**src/rtl/core_commit_gen.sv**
```systemverilog
// core_commit_gen: registers WB retirements into a 1-cycle commit strobe,
// counts retired instructions and watches for commit starvation.
module core_commit_gen #(
  parameter int CNT_W     = 64,
  parameter int WDT_W     = 16,
  parameter int WDT_LIMIT = 1000
) (
  input  logic             clk,
  input  logic             rst,
  input  logic             wb_val,
  input  logic             wb_kill,
  input  logic [31:0]      wb_pc,
  input  logic             wdt_en,
  input  logic             wdt_clr,
  output logic             commit_val,
  output logic [31:0]      commit_pc,
  output logic [CNT_W-1:0] commit_cnt,
  output logic             wdt_hang
);

  if (WDT_LIMIT < 2 || 64'(WDT_LIMIT) >= (64'd1 << WDT_W)) begin : g_chk
    $error("WDT_LIMIT must satisfy 2 <= WDT_LIMIT < 2**WDT_W");
  end

  localparam logic [WDT_W-1:0] LAST = WDT_W'(WDT_LIMIT - 1);
  localparam logic [WDT_W-1:0] W1   = WDT_W'(1);
  localparam logic [CNT_W-1:0] C1   = CNT_W'(1);

  typedef enum logic [1:0] {
    OFF,
    RUN,
    HANG
  } wdt_e;

  wdt_e             state, state_n;
  logic [WDT_W-1:0] idle_cnt, idle_n;
  logic             hang_n;
  logic             commit;

  assign commit = wb_val & ~wb_kill;

  always_ff @(posedge clk) begin
    if (rst) begin
      commit_val <= 1'b0;
      commit_pc  <= '0;
      commit_cnt <= '0;
    end else begin
      commit_val <= commit;
      if (commit) begin
        commit_pc  <= wb_pc;
        commit_cnt <= commit_cnt + C1;
      end
    end
  end

  always_ff @(posedge clk) begin
    if (rst) begin
      state    <= OFF;
      idle_cnt <= '0;
      wdt_hang <= 1'b0;
    end else begin
      state    <= state_n;
      idle_cnt <= idle_n;
      wdt_hang <= hang_n;
    end
  end

  // A clear always beats both a commit and the hang trigger.
  always_comb begin
    state_n = state;
    idle_n  = idle_cnt;
    hang_n  = wdt_hang;
    unique case (state)
      OFF: begin
        idle_n = '0;
        if (wdt_en) state_n = RUN;
      end
      RUN: begin
        if (!wdt_en) begin
          state_n = OFF;
          idle_n  = '0;
        end else if (wdt_clr || commit) begin
          idle_n = '0;
        end else if (idle_cnt == LAST) begin
          state_n = HANG;
          hang_n  = 1'b1;
        end else begin
          idle_n = idle_cnt + W1;
        end
      end
      HANG: begin
        if (wdt_clr) begin
          hang_n  = 1'b0;
          idle_n  = '0;
          state_n = wdt_en ? RUN : OFF;
        end
      end
      default: begin
        state_n = OFF;
        idle_n  = '0;
        hang_n  = 1'b0;
      end
    endcase
  end

endmodule

```
**config.mk**
```make
export PLATFORM = sky130hd
export DESIGN_NAME = core_commit_gen
export DESIGN_NICKNAME = d
export VERILOG_FILES = /design/src/rtl/core_commit_gen.sv
export SDC_FILE = /design/constraint.sdc
export NUM_CORES = 1
export LEC_CHECK = 0
export CORE_MARGIN = 3
export CORE_UTILIZATION = 52
export CTS_CLUSTER_DIAMETER = 200
export DETAILED_ROUTE_END_ITERATION = 12
export GPL_TIMING_DRIVEN = 0
export PLACE_DENSITY = 0.85
export SETUP_SLACK_MARGIN = 0.15
export SLEW_MARGIN = 25
export SYNTH_ARGS = -nofsm -noshare
export SYNTH_HDL_FRONTEND = slang
export SYNTH_SLANG_ARGS = --single-unit
```
**constraint.sdc**
```tcl
create_clock -name clk -period 4.4 [get_ports clk]
set_input_delay 1.1 -clock clk [delete_from_list [all_inputs] [get_ports clk]]
set_output_delay 1.1 -clock clk [all_outputs]
set_load 0.01 [all_outputs]
```
==> flow_summary_export.csv, run 1 <==
group,metric,value,unit
status,status,"finished clean",
route,vias_per_cell,5.67,
clock_tree,cts_resized,0,
sta,finClkSkew,9.00,ps
place,place_inst,879,
clock_tree,cts_max_path_buffers,2,
layout,seq_area,2320,um^2
place,dpl_worst_slack,652,ps
worst_setup_path,cp-endpoint,"commit_cnt[43]$_SDFFE_PP0P_",
floorplan,die_area,10900,um^2
layout,final_core_util,0.759,
worst_setup_path,max_stage_delay,470,ps
run,cap_violations,0,
synth,yosys-top-cells-area,"dfxtp_1 (46%), nand2_1 (7.5%), a21oi_1 (6.1%), xor2_1 (5.0%), nor2_1 (4.7%)",
worst_setup_path,cp-start-kind,"primary input",
worst_setup_path,cp_top_family,"simple AND/OR/NAND/NOR gates",
sta,fin_crit,3340,ps
layout,area_delta_synth_final,40.4,%
sta,tns,0,ps
floorplan,io_pins,136,
clock_tree,cts_tree,"yes",
synth,synth_largest_area_cell,"dfxtp_1",
synth,ys_async_sr_fraction,0,
worst_setup_path,critPathLaunch,"wb_kill",
synth,ys.flop_type,"dfxtp_1",
global_route,grt_pass1_wl,23.3,mm
worst_setup_path,path_cells,"clkdlybuf4s50_1, nand3b_1, nor4_1, clkbuf_1, nand3_1, or3_1, a21oi_1",
clock_tree,clockRootBuffer,"clkbuf_8",
clock_tree,h-tree-depth,4,
layout,diodes,0,
synth,yosysUniqueCellTypes,41,
synth,yosysSeqAreaShare,0.461,
synth,netlist.area_leader.share,0.461,
route,wl_per_cell,15.5,um
clock_tree,cts_setup_buffers,0,
worst_setup_path,r2r-start,"commit_cnt[35]$_SDFFE_PP0P_",
route,drt_iter0_drc,299,
sta,relSlewSlack,0.322,
floorplan,rows,35,
sta,finalHoldViolCount,0,
synth,synth_nets,655,
global_route,grt_overflow,0,
route,drc,0,
worst_setup_path,regToRegSetupSlack,1640,ps
worst_setup_path,worst-r2r-cell-count,5,
pwr,peakVddDrop,294,uV
sta,fin_ws,1060,ps
global_route,grt_max_degree,17,
place,place_congestion,0.893,
pwr,finalPower,2.42,mW
floorplan,die_h,104,um
sta,fmax,299,MHz
global_route,grt_pass1_vias,5023,
worst_setup_path,regToRegEndpoint,"commit_cnt[56]$_SDFFE_PP0P_",
synth,yosysWarnings,0,
sta,worstMarginPinSlew,1010,ps
worst_setup_path,worst-path-max-fanout,10,
worst_hold_path,holdCritPathClass,"flip-flop to flip-flop",
sta,setup_viol,0,
synth,synth_edf_count,0,
clock_tree,cts.sinks,116,
clock_tree,clkSlewWorstSetupHoldPaths,50,ps
worst_setup_path,cp_num_buf_inv,2,
layout,fillCellCount,694,
layout,final_common_cell,"clkdlybuf4s50_1",
synth,syn_avg_cell_area,8.20,um^2
place,postPlaceCellArea,6560,um^2
clock_tree,ctsHoldBuffers,0,
sta,slew_viol_final,0,
place,portBuffers,135,
layout,final_cells,911,
worst_setup_path,critical_path_class,"primary input to flip-flop",
route,num_vias,5167,
route,drt_wl_total,14.1,mm
layout,final_cell_mix,"clkdlybuf4s50_1 (135), dfxtp_1 (116), nand2_1 (101)",
worst_setup_path,endpoint_kind,"flip-flop",
route,ant_nets,0,
floorplan,initial_core_util,0.541,
synth,synth_seq_cells,116,
worst_setup_path,worst_path_max_delay_cell,"nor4_1",
floorplan,die_w,104,um
layout,multiInputGateArea,2570,um^2
layout,drive_gt1_frac,0.0537,
place,hpwl,10.1,mm
pwr,power.density,342,nW/um^2
synth,synth_area,5040,um^2
sta,hold_ws,453,ps
clock_tree,cts_made_buffers,17,
floorplan,coreArea,9330,um^2
worst_setup_path,cp.required,4830,ps
synth,syn_inst,615,
global_route,antenna_found_initial,0,
layout,final_nets,809,
sta,period_share,0.760,
worst_setup_path,crit_cells,7,
worst_setup_path,crit_arrival,3780,ps
global_route,grt_usage,0.259,
route,drtPass1Iterations,7,
clock_tree,insertion_delay,510,ps
layout,stdcell_area,7080,um^2
sta,rsz0062_at_grt,"false",
pwr,p_leak,2.31,nW
-- cell usage after synthesis (3+ instances only) --
master	instances
xnor2_1	20
a21o_1	3
or3_1	19
nand2_1	101
and4_1	7
nor4b_1	3
nor3_1	10
dfxtp_1	116
or4_1	9
nand4_1	35
a21oi_1	61
and2_1	4
or2_2	3
nor4_2	3
and3_1	8
nand3_1	21
o31ai_1	3
nor2b_1	3
nor3b_1	3
xor2_1	29
o21ai_0	23
nor2_1	63
nor4_1	10
inv_1	10
nand2b_1	4
clkbuf_1	24
-- kinds of logic after synthesis --
logic type      Yosys count  synth area share
flops                   116             0.461
fa+ha+maj                 2           0.00496
buf+inv                  38            0.0288
simple gates            312             0.315
xor+xnor                 49            0.0851
compound gates           98             0.106
-- state kept, by name, summed over array words and instances (netlist names) --
name	count
commit_cnt	64
commit_pc	32
commit_val	1
idle_cnt	16
state	2
wdt_hang	1
-- cell type report --
type,instances,area share
sequential,116,0.328
multi-input combinational,461,0.364
timing repair buffer,135,0.191
clock inverter,11,0.0122
clock buffer,21,0.0620
tap,129,0.0228
inverter,10,0.00530
buffer,28,0.0152
-- routing by layer --
| metal | routed length (um) | share of wire | global-route usage | vias up |
|---|---|---|---|---|
| met4 | 392 | 0.028 | 0.123 | 0 |
| met3 | 1430 | 0.10 | 0.0975 | 46 |
| met1 | 5490 | 0.39 | 0.288 | 2386 |
| li1 | - | - | - | 2470 |
| met5 | 0 | 0 | 0 | - |
| met2 | 6790 | 0.48 | 0.437 | 265 |
-- worst min path at each step --
stage	startpoint	slack (ps)	cells after the start	endpoint
after detailed placement	commit_pc[1]$_SDFFE_PP0P_	450	2	commit_pc[1]$_SDFFE_PP0P_
after CTS	commit_pc[18]$_SDFFE_PP0P_	450	2	commit_pc[18]$_SDFFE_PP0P_
after global placement	commit_pc[11]$_SDFFE_PP0P_	440	2	commit_pc[11]$_SDFFE_PP0P_
after global routing	commit_pc[9]$_SDFFE_PP0P_	460	2	commit_pc[9]$_SDFFE_PP0P_
final	commit_pc[17]$_SDFFE_PP0P_	450	2	commit_pc[17]$_SDFFE_PP0P_
after floorplan	state[1]$_SDFFE_PP0P_	460	1	state[0]$_SDFFE_PP0P_
-- power breakdown --
part	switching [mW]	leakage [nW]	internal (mW)	total [mW]
sequential	0.00891	0.939	1.07	1.08
clock	0.467	0.265	0.754	1.22
combinational	0.0606	1.11	0.0676	0.128
total	0.537	2.31	1.89	2.42
-- worst min-delay path, cell delays in order, from the launching register on --
cell and delay [ps]:
dfxtp_1 300, nand2_1 50, a21oi_1 50
Power figures use the tool's default switching activity.
==> inputs of run 2 (changes only) <==
- CORE_UTILIZATION: 52 -> 48
- PLACE_DENSITY: 0.85 -> 0.79
- clock period: 4.4 -> 3.3 ns (I/O delays scaled with it)
==> run 2 against run 1 <==
- core utilization down 4.4 points
- sequential share of layout area decreased by 0.34 points
- clock skew fell by 1.5 ps
- first-iteration DRC count shrank 10%
- largest cell class unchanged
- clock power increased by 48%
- die area rose by 7.9%
==> flow_summary_export.csv, run 2 (synthesis gave the netlist of run 1 again) <==
group,metric,value,unit
layout,final_nets,809,
sta,setup_viol,0,
global_route,antenna_found_initial,0,
pwr,pwr-share-clk,0.530,
worst_setup_path,critPathLaunch,"wb_val",
floorplan,coreArea,10000,um^2
place,dpl_worst_slack,-218,ps
sta,fin_ws,494,ps
global_route,grt_pass1_wl,22.5,mm
sta,period_share,0.850,
worst_setup_path,cp-endpoint,"commit_cnt[42]$_SDFFE_PP0P_",
sta,relSlewSlack,0.387,
sta,rsz0062_at_grt,"false",
sta,fin_crit,2810,ps
pwr,finalPower,3.41,mW
route,drt_wl_total,13.7,mm
place,portBuffers,135,
worst_setup_path,crit_arrival,3260,ps
route,num_vias,4985,
floorplan,die_area,11800,um^2
pwr,peakVddDrop,332,uV
pwr,p_comb_frac,0.050,
sta,worstMarginPinSlew,911,ps
worst_setup_path,worst-path-max-fanout,10,
place,place_congestion,0.911,
clock_tree,cts_made_buffers,17,
clock_tree,cts.sinks,116,
place,hpwl,9.98,mm
clock_tree,cts_max_path_buffers,2,
clock_tree,insertion_delay,520,ps
sta,finalHoldViolCount,0,
global_route,grt_overflow,0,
layout,area_delta_synth_final,41.9,%
route,drtPass1Iterations,5,
worst_setup_path,r2r-start,"commit_cnt[34]$_SDFFE_PP0P_",
layout,final_cell_mix,"clkdlybuf4s50_1 (135), dfxtp_1 (116), nand2_1 (101)",
floorplan,initial_core_util,0.504,
route,vias_per_cell,5.45,
worst_setup_path,regToRegSetupSlack,600,ps
floorplan,die_w,108,um
route,ant_nets,0,
run,cap_violations,0,
worst_hold_path,holdCritPathClass,"flip-flop to flip-flop",
sta,tns,0,ps
floorplan,rows,36,
pwr,internal-power,2.70,mW
layout,diodes,0,
floorplan,die_h,108,um
sta,finClkSkew,7.55,ps
sta,fmax,356,MHz
pwr,power.density,477,nW/um^2
worst_setup_path,cp-start-kind,"primary input",
status,status,"finished clean",
worst_setup_path,worst-r2r-cell-count,5,
sta,slew_viol_final,0,
pwr,swShare,0.209,
worst_setup_path,cp.required,3750,ps
floorplan,io_pins,136,
sta,hold_ws,452,ps
layout,largest_register,"commit_cnt",
layout,largest_reg_flops,64,
clock_tree,h-tree-depth,4,
clock_tree,cts_tree,"yes",
worst_setup_path,critical_path_class,"primary input to flip-flop",
worst_setup_path,regToRegEndpoint,"commit_cnt[56]$_SDFFE_PP0P_",
route,wl_per_cell,15.0,um
route,drc,0,
worst_setup_path,endpoint_kind,"flip-flop",
clock_tree,clkSlewWorstSetupHoldPaths,50,ps
global_route,grt_pass1_vias,4780,
global_route,grt_usage,0.243,
route,drt_iter0_drc,268,
layout,final_core_util,0.715,
pwr,seqPwrFrac,0.421,
layout,drive_gt1_frac,0.0537,
pwr,p_leak,2.35,nW
clock_tree,clockRootBuffer,"clkbuf_8",
layout,final_common_cell,"clkdlybuf4s50_1",
layout,reg_top3,"commit_cnt: 64 flops, commit_pc: 32 flops, idle_cnt: 16 flops",
pwr,switchingPower,0.712,mW
global_route,grt_max_degree,17,
## run 2: changes by cell type in the layout (fill, tap and decap cells not counted), sizes merged
cell	change
clkbuf	+2
clkinv	-6
bufinv	+2
clkinvlp	+2
## run 2: repair_timing
action                                  CTS  global route
resized for setup                         0             3
endpoints found under the setup margin    0             3
setup buffers                             0             0
hold buffers                              0             0
## run 2: power groups by stage
stage / Sequential (mW) / Combinational, mW / Clock (mW)
floorplan: 1.47 / 0.0541 / 0
global placement: 1.46 / 0.167 / 0
detailed placement: 1.46 / 0.169 / 0
CTS: 1.43 / 0.171 / 1.83
global route: 1.44 / 0.184 / 1.91
finish: 1.43 / 0.169 / 1.81
## run 2: cell type report
type                    instances  area (um^2)
clock buffers                  23          457
fillers                       804         2850
repair buffers                135         1350
flip-flops and latches        116         2320
plain buffers                  28          109
multi-input cells             461         2580
clock inverters                 9          128
inverters                      10         37.5
well taps                     133          166
## run 2: worst min-delay path by stage
stage | start | to | slack [ps] | cells past startpoint
floorplan | state[1]$_SDFFE_PP0P_ | state[0]$_SDFFE_PP0P_ | 460 | 1
global placement | commit_pc[11]$_SDFFE_PP0P_ | commit_pc[11]$_SDFFE_PP0P_ | 440 | 2
detailed placement | commit_pc[28]$_SDFFE_PP0P_ | commit_pc[28]$_SDFFE_PP0P_ | 450 | 2
CTS | commit_pc[14]$_SDFFE_PP0P_ | commit_pc[14]$_SDFFE_PP0P_ | 450 | 2
global route | commit_pc[1]$_SDFFE_PP0P_ | commit_pc[1]$_SDFFE_PP0P_ | 470 | 2
finish | commit_pc[14]$_SDFFE_PP0P_ | commit_pc[14]$_SDFFE_PP0P_ | 450 | 2
## run 2: critical path, stage by stage
cell and delay (ps):
clkdlybuf4s50_1 540, nand4b_1 310, nor4_2 530, nand4_1 290, clkbuf_1 260, or3_1 370, a21oi_1 130
## run 2: layer usage
layer	GRT usage	part of all wire	up-vias
li1	-	-	2468
met1	0.289	0.41	2299
met2	0.388	0.47	194
met3	0.0955	0.093	24
met4	0.106	0.023	0
met5	0	0	-
## run 2: per-stage QoR
step,instance area (um^2),std cells
global route,7150,915
CTS,7140,915
floorplan,5040,615
finish,7150,915
global placement,6560,883
detailed placement,6560,883
==> inputs of run 3 (changes only) <==
- ABC_AREA: default -> 1
- CORE_ASPECT_RATIO: default -> 1.75
- CORE_UTILIZATION: 48 -> 50
- PLACE_DENSITY: 0.79 -> 0.8
==> run 3 against run 2 <==
- combinational power grew 38%
- setup slack better by 370 ps
- wire length grew 38%
- die area grew 13%
- register-to-register slack better by 790 ps
- clock power about the same
- fmax increased by 15%
- sequential share of layout area fell by 3.6 points
- first-iteration DRC count increased by 14%
- non-clock buffer count shrank 7
- highest routed layer unchanged
- clock skew is 1.8 ps lower
- via count increased by 30%
- largest power group unchanged
==> flow_summary_export.csv, run 3 <==
group,metric,value,unit
clock_tree,h-tree-depth,4,
synth,synth_area,5970,um^2
pwr,power.density,432,nW/um^2
worst_hold_path,hold_depth,2,
synth,synth-xor-area-share,0.0147,
synth,synth_common_cells,"nor2_1 (229), nand2_1 (174), dfxtp_1 (116), inv_1 (90), nand3_1 (54)",
worst_setup_path,endpoint_kind,"flip-flop",
clock_tree,cts_max_path_buffers,2,
synth,synthSimpleGateAreaFrac,0.421,
layout,largest_register,"commit_cnt",
clock_tree,clockRootBuffer,"clkbuf_16",
place,place_congestion,0.961,
layout,final_common_cell,"nor2_1",
pwr,swShare,0.224,
pwr,finalPower,3.48,mW
sta,tns,0,ps
synth,synth_top_family_by_area,"simple AND/OR/NAND/NOR gates",
route,vias_per_cell,5.37,
global_route,antenna_found_initial,0,
sta,finClkSkew,5.70,ps
clock_tree,cts_setup_buffers,0,
global_route,grt_overflow,0,
worst_hold_path,worstHoldEndpoint,"idle_cnt[9]$_SDFFE_PP0P_",
synth,ys.flop_type,"dfxtp_1",
global_route,grt_pass1_vias,6249,
layout,area_delta_synth_final,35.1,%
route,wl_per_cell,15.7,um
floorplan,initial_core_util,0.512,
sta,period_share,0.737,
sta,worstMarginPinSlew,735,ps
pwr,pwr-share-clk,0.517,
synth,netlist.area_leader.share,0.389,
clock_tree,ctsHoldBuffers,0,
sta,fin_crit,2430,ps
worst_setup_path,crit_arrival,2780,ps
worst_setup_path,worst-path-max-fanout,10,
synth,yosysWarnings,0,
synth,syn_avg_cell_area,6.55,um^2
pwr,switchingPower,0.779,mW
synth,syn_inst,911,
pwr,peakVddDrop,374,uV
layout,final_cell_mix,"nor2_1 (229), nand2_1 (174), clkdlybuf4s50_1 (135)",
sta,slew_viol_final,0,
pwr,p_comb_frac,0.067,
pwr,p_leak,3.05,nW
sta,finalHoldViolCount,0,
layout,drive_gt1_frac,0.0800,
worst_setup_path,cp-start-kind,"primary input",
worst_setup_path,cp.required,3650,ps
synth,synth.most_common_cell,"nor2_1",
layout,largest_reg_flops,64,
sta,relSlewSlack,0.510,
run,cap_violations,0,
worst_setup_path,regToRegSetupSlack,1390,ps
sta,setup_viol,0,
layout,diodes,0,
synth,synth_largest_area_cell,"dfxtp_1",
global_route,grt_pass1_wl,30.2,mm
layout,final_nets,1105,
floorplan,die_w,88.6,um
place,portBuffers,135,
floorplan,rows,52,
floorplan,die_h,151,um
clock_tree,cts.sinks,116,
route,drt_wl_total,19.0,mm
floorplan,die_area,13300,um^2
clock_tree,cts_made_buffers,17,
clock_tree,cts_tree,"yes",
sta,fmax,411,MHz
worst_hold_path,holdCritPathClass,"flip-flop to flip-flop",
route,drt_iter0_drc,305,
worst_setup_path,worst-r2r-cell-count,9,
floorplan,coreArea,11600,um^2
synth,synth_fa_ha_area_frac,0.00419,
synth,synth_edf_count,0,
clock_tree,clkSlewWorstSetupHoldPaths,50,ps
synth,synth_compound_area_frac,0.0938,
global_route,grt_usage,0.298,
synth,yosysSeqAreaShare,0.389,
clock_tree,insertion_delay,420,ps
sta,rsz0062_at_grt,"false",
worst_setup_path,critical_path_class,"primary input to flip-flop",
synth,synth_seq_cells,116,
synth,yosys-top-cells-area,"dfxtp_1 (39%), nor2_1 (14%), nand2_1 (11%), inv_1 (5.7%), nand3_1 (4.5%)",
worst_setup_path,regToRegEndpoint,"commit_cnt[40]$_SDFFE_PP0P_",
route,drtPass1Iterations,5,
synth,ys_async_sr_fraction,0,
synth,yosysUniqueCellTypes,39,
synth,synthMuxAreaShare,0,
clock_tree,cts_resized,0,
pwr,internal-power,2.70,mW
status,status,"finished clean",
worst_setup_path,r2r-start,"commit_cnt[0]$_SDFFE_PP0P_",
route,num_vias,6497,
route,ant_nets,0,
layout,reg_top3,"commit_cnt: 64 flops, commit_pc: 32 flops, idle_cnt: 16 flops",
place,hpwl,14.6,mm
pwr,seqPwrFrac,0.416,
floorplan,io_pins,136,
global_route,grt_max_degree,17,
worst_hold_path,hold_start,"idle_cnt[9]$_SDFFE_PP0P_",
route,drc,0,
synth,synth_nets,951,
run 3: changes by cell type in the layout (fill, tap and decap cells not counted), sizes merged, moves of 13 or more:
cell    delta
nor3      +13
nand3     +38
xnor2     -20
nor2     +190
a21oi     -21
clkbuf    -16
or3       -19
o21ai     +30
xor2      -19
inv       +87
nand2     +81
run 3: final cells by class:
class                           count  area, um^2
Sequential cell                   116        2320
Clock inverter                      9         106
Tap cell                          135         169
Buffer                             21        96.3
Fill cell                        1018        3590
Timing Repair Buffer              135        1350
Inverter                           97         364
Clock buffer                       20         467
Multi-Input combinational cell    677        3180
run 3: power groups by stage:
| stage | Combinational [mW] | Clock [mW] | Sequential [mW] |
|---|---|---|---|
| global route | 0.257 | 1.88 | 1.45 |
| CTS | 0.235 | 1.81 | 1.45 |
| detailed placement | 0.234 | 0 | 1.48 |
| global placement | 0.231 | 0 | 1.47 |
| finish | 0.234 | 1.80 | 1.45 |
| floorplan | 0.0866 | 0 | 1.49 |
run 3: layer usage:
layer	global-route usage	up-vias	routed length, um
met5	0	-	0
met4	0.216	0	1330
met3	0.0800	79	1220
met2	0.524	248	9930
met1	0.290	2952	6550
li1	-	3218	-
run 3: metrics by stage:
step / hold slack (ps) / setup slack, ps / utilization / std cells / cell area [um^2]
3_5_place_dp: 461 / 475 / 0.643 / 1181 / 7490
3_3_place_gp: 453 / 510 / 0.643 / 1181 / 7490
5_1_grt: 503 / 740 / 0.692 / 1210 / 8060
4_1_cts: 474 / 901 / 0.692 / 1210 / 8060
2_1_floorplan: 441 / 1500 / - / 911 / 5970
6_report: 466 / 867 / 0.692 / 1210 / 8060
run 3: cell families (layout without fill, tap and decap cells):
family,count (synthesis),after routing
simple gates,560,560
xor+xnor,10,10
buf+inv,118,282
flops,116,116
compound gates,105,105
fa+ha+maj,2,2
run 3: worst max-delay path, stage by stage:
cell             delay (ps)
clkdlybuf4s50_1         440
inv_1                    80
clkbuf_1                470
clkbuf_1                590
o21ai_0                 230
nor2_1                  130
run 3: how the worst max path moves through the flow:
stage	from	to	slack, ps	depth (start not counted)
after global routing	rst	commit_pc[30]$_SDFFE_PP0P_	740	6
after global placement	rst	commit_cnt[6]$_SDFFE_PP0P_	510	6
after CTS	rst	commit_pc[30]$_SDFFE_PP0P_	900	6
final	rst	commit_pc[30]$_SDFFE_PP0P_	870	6
after detailed placement	rst	commit_pc[30]$_SDFFE_PP0P_	480	6
after floorplan	wb_val	commit_cnt[45]$_SDFFE_PP0P_	1500	9
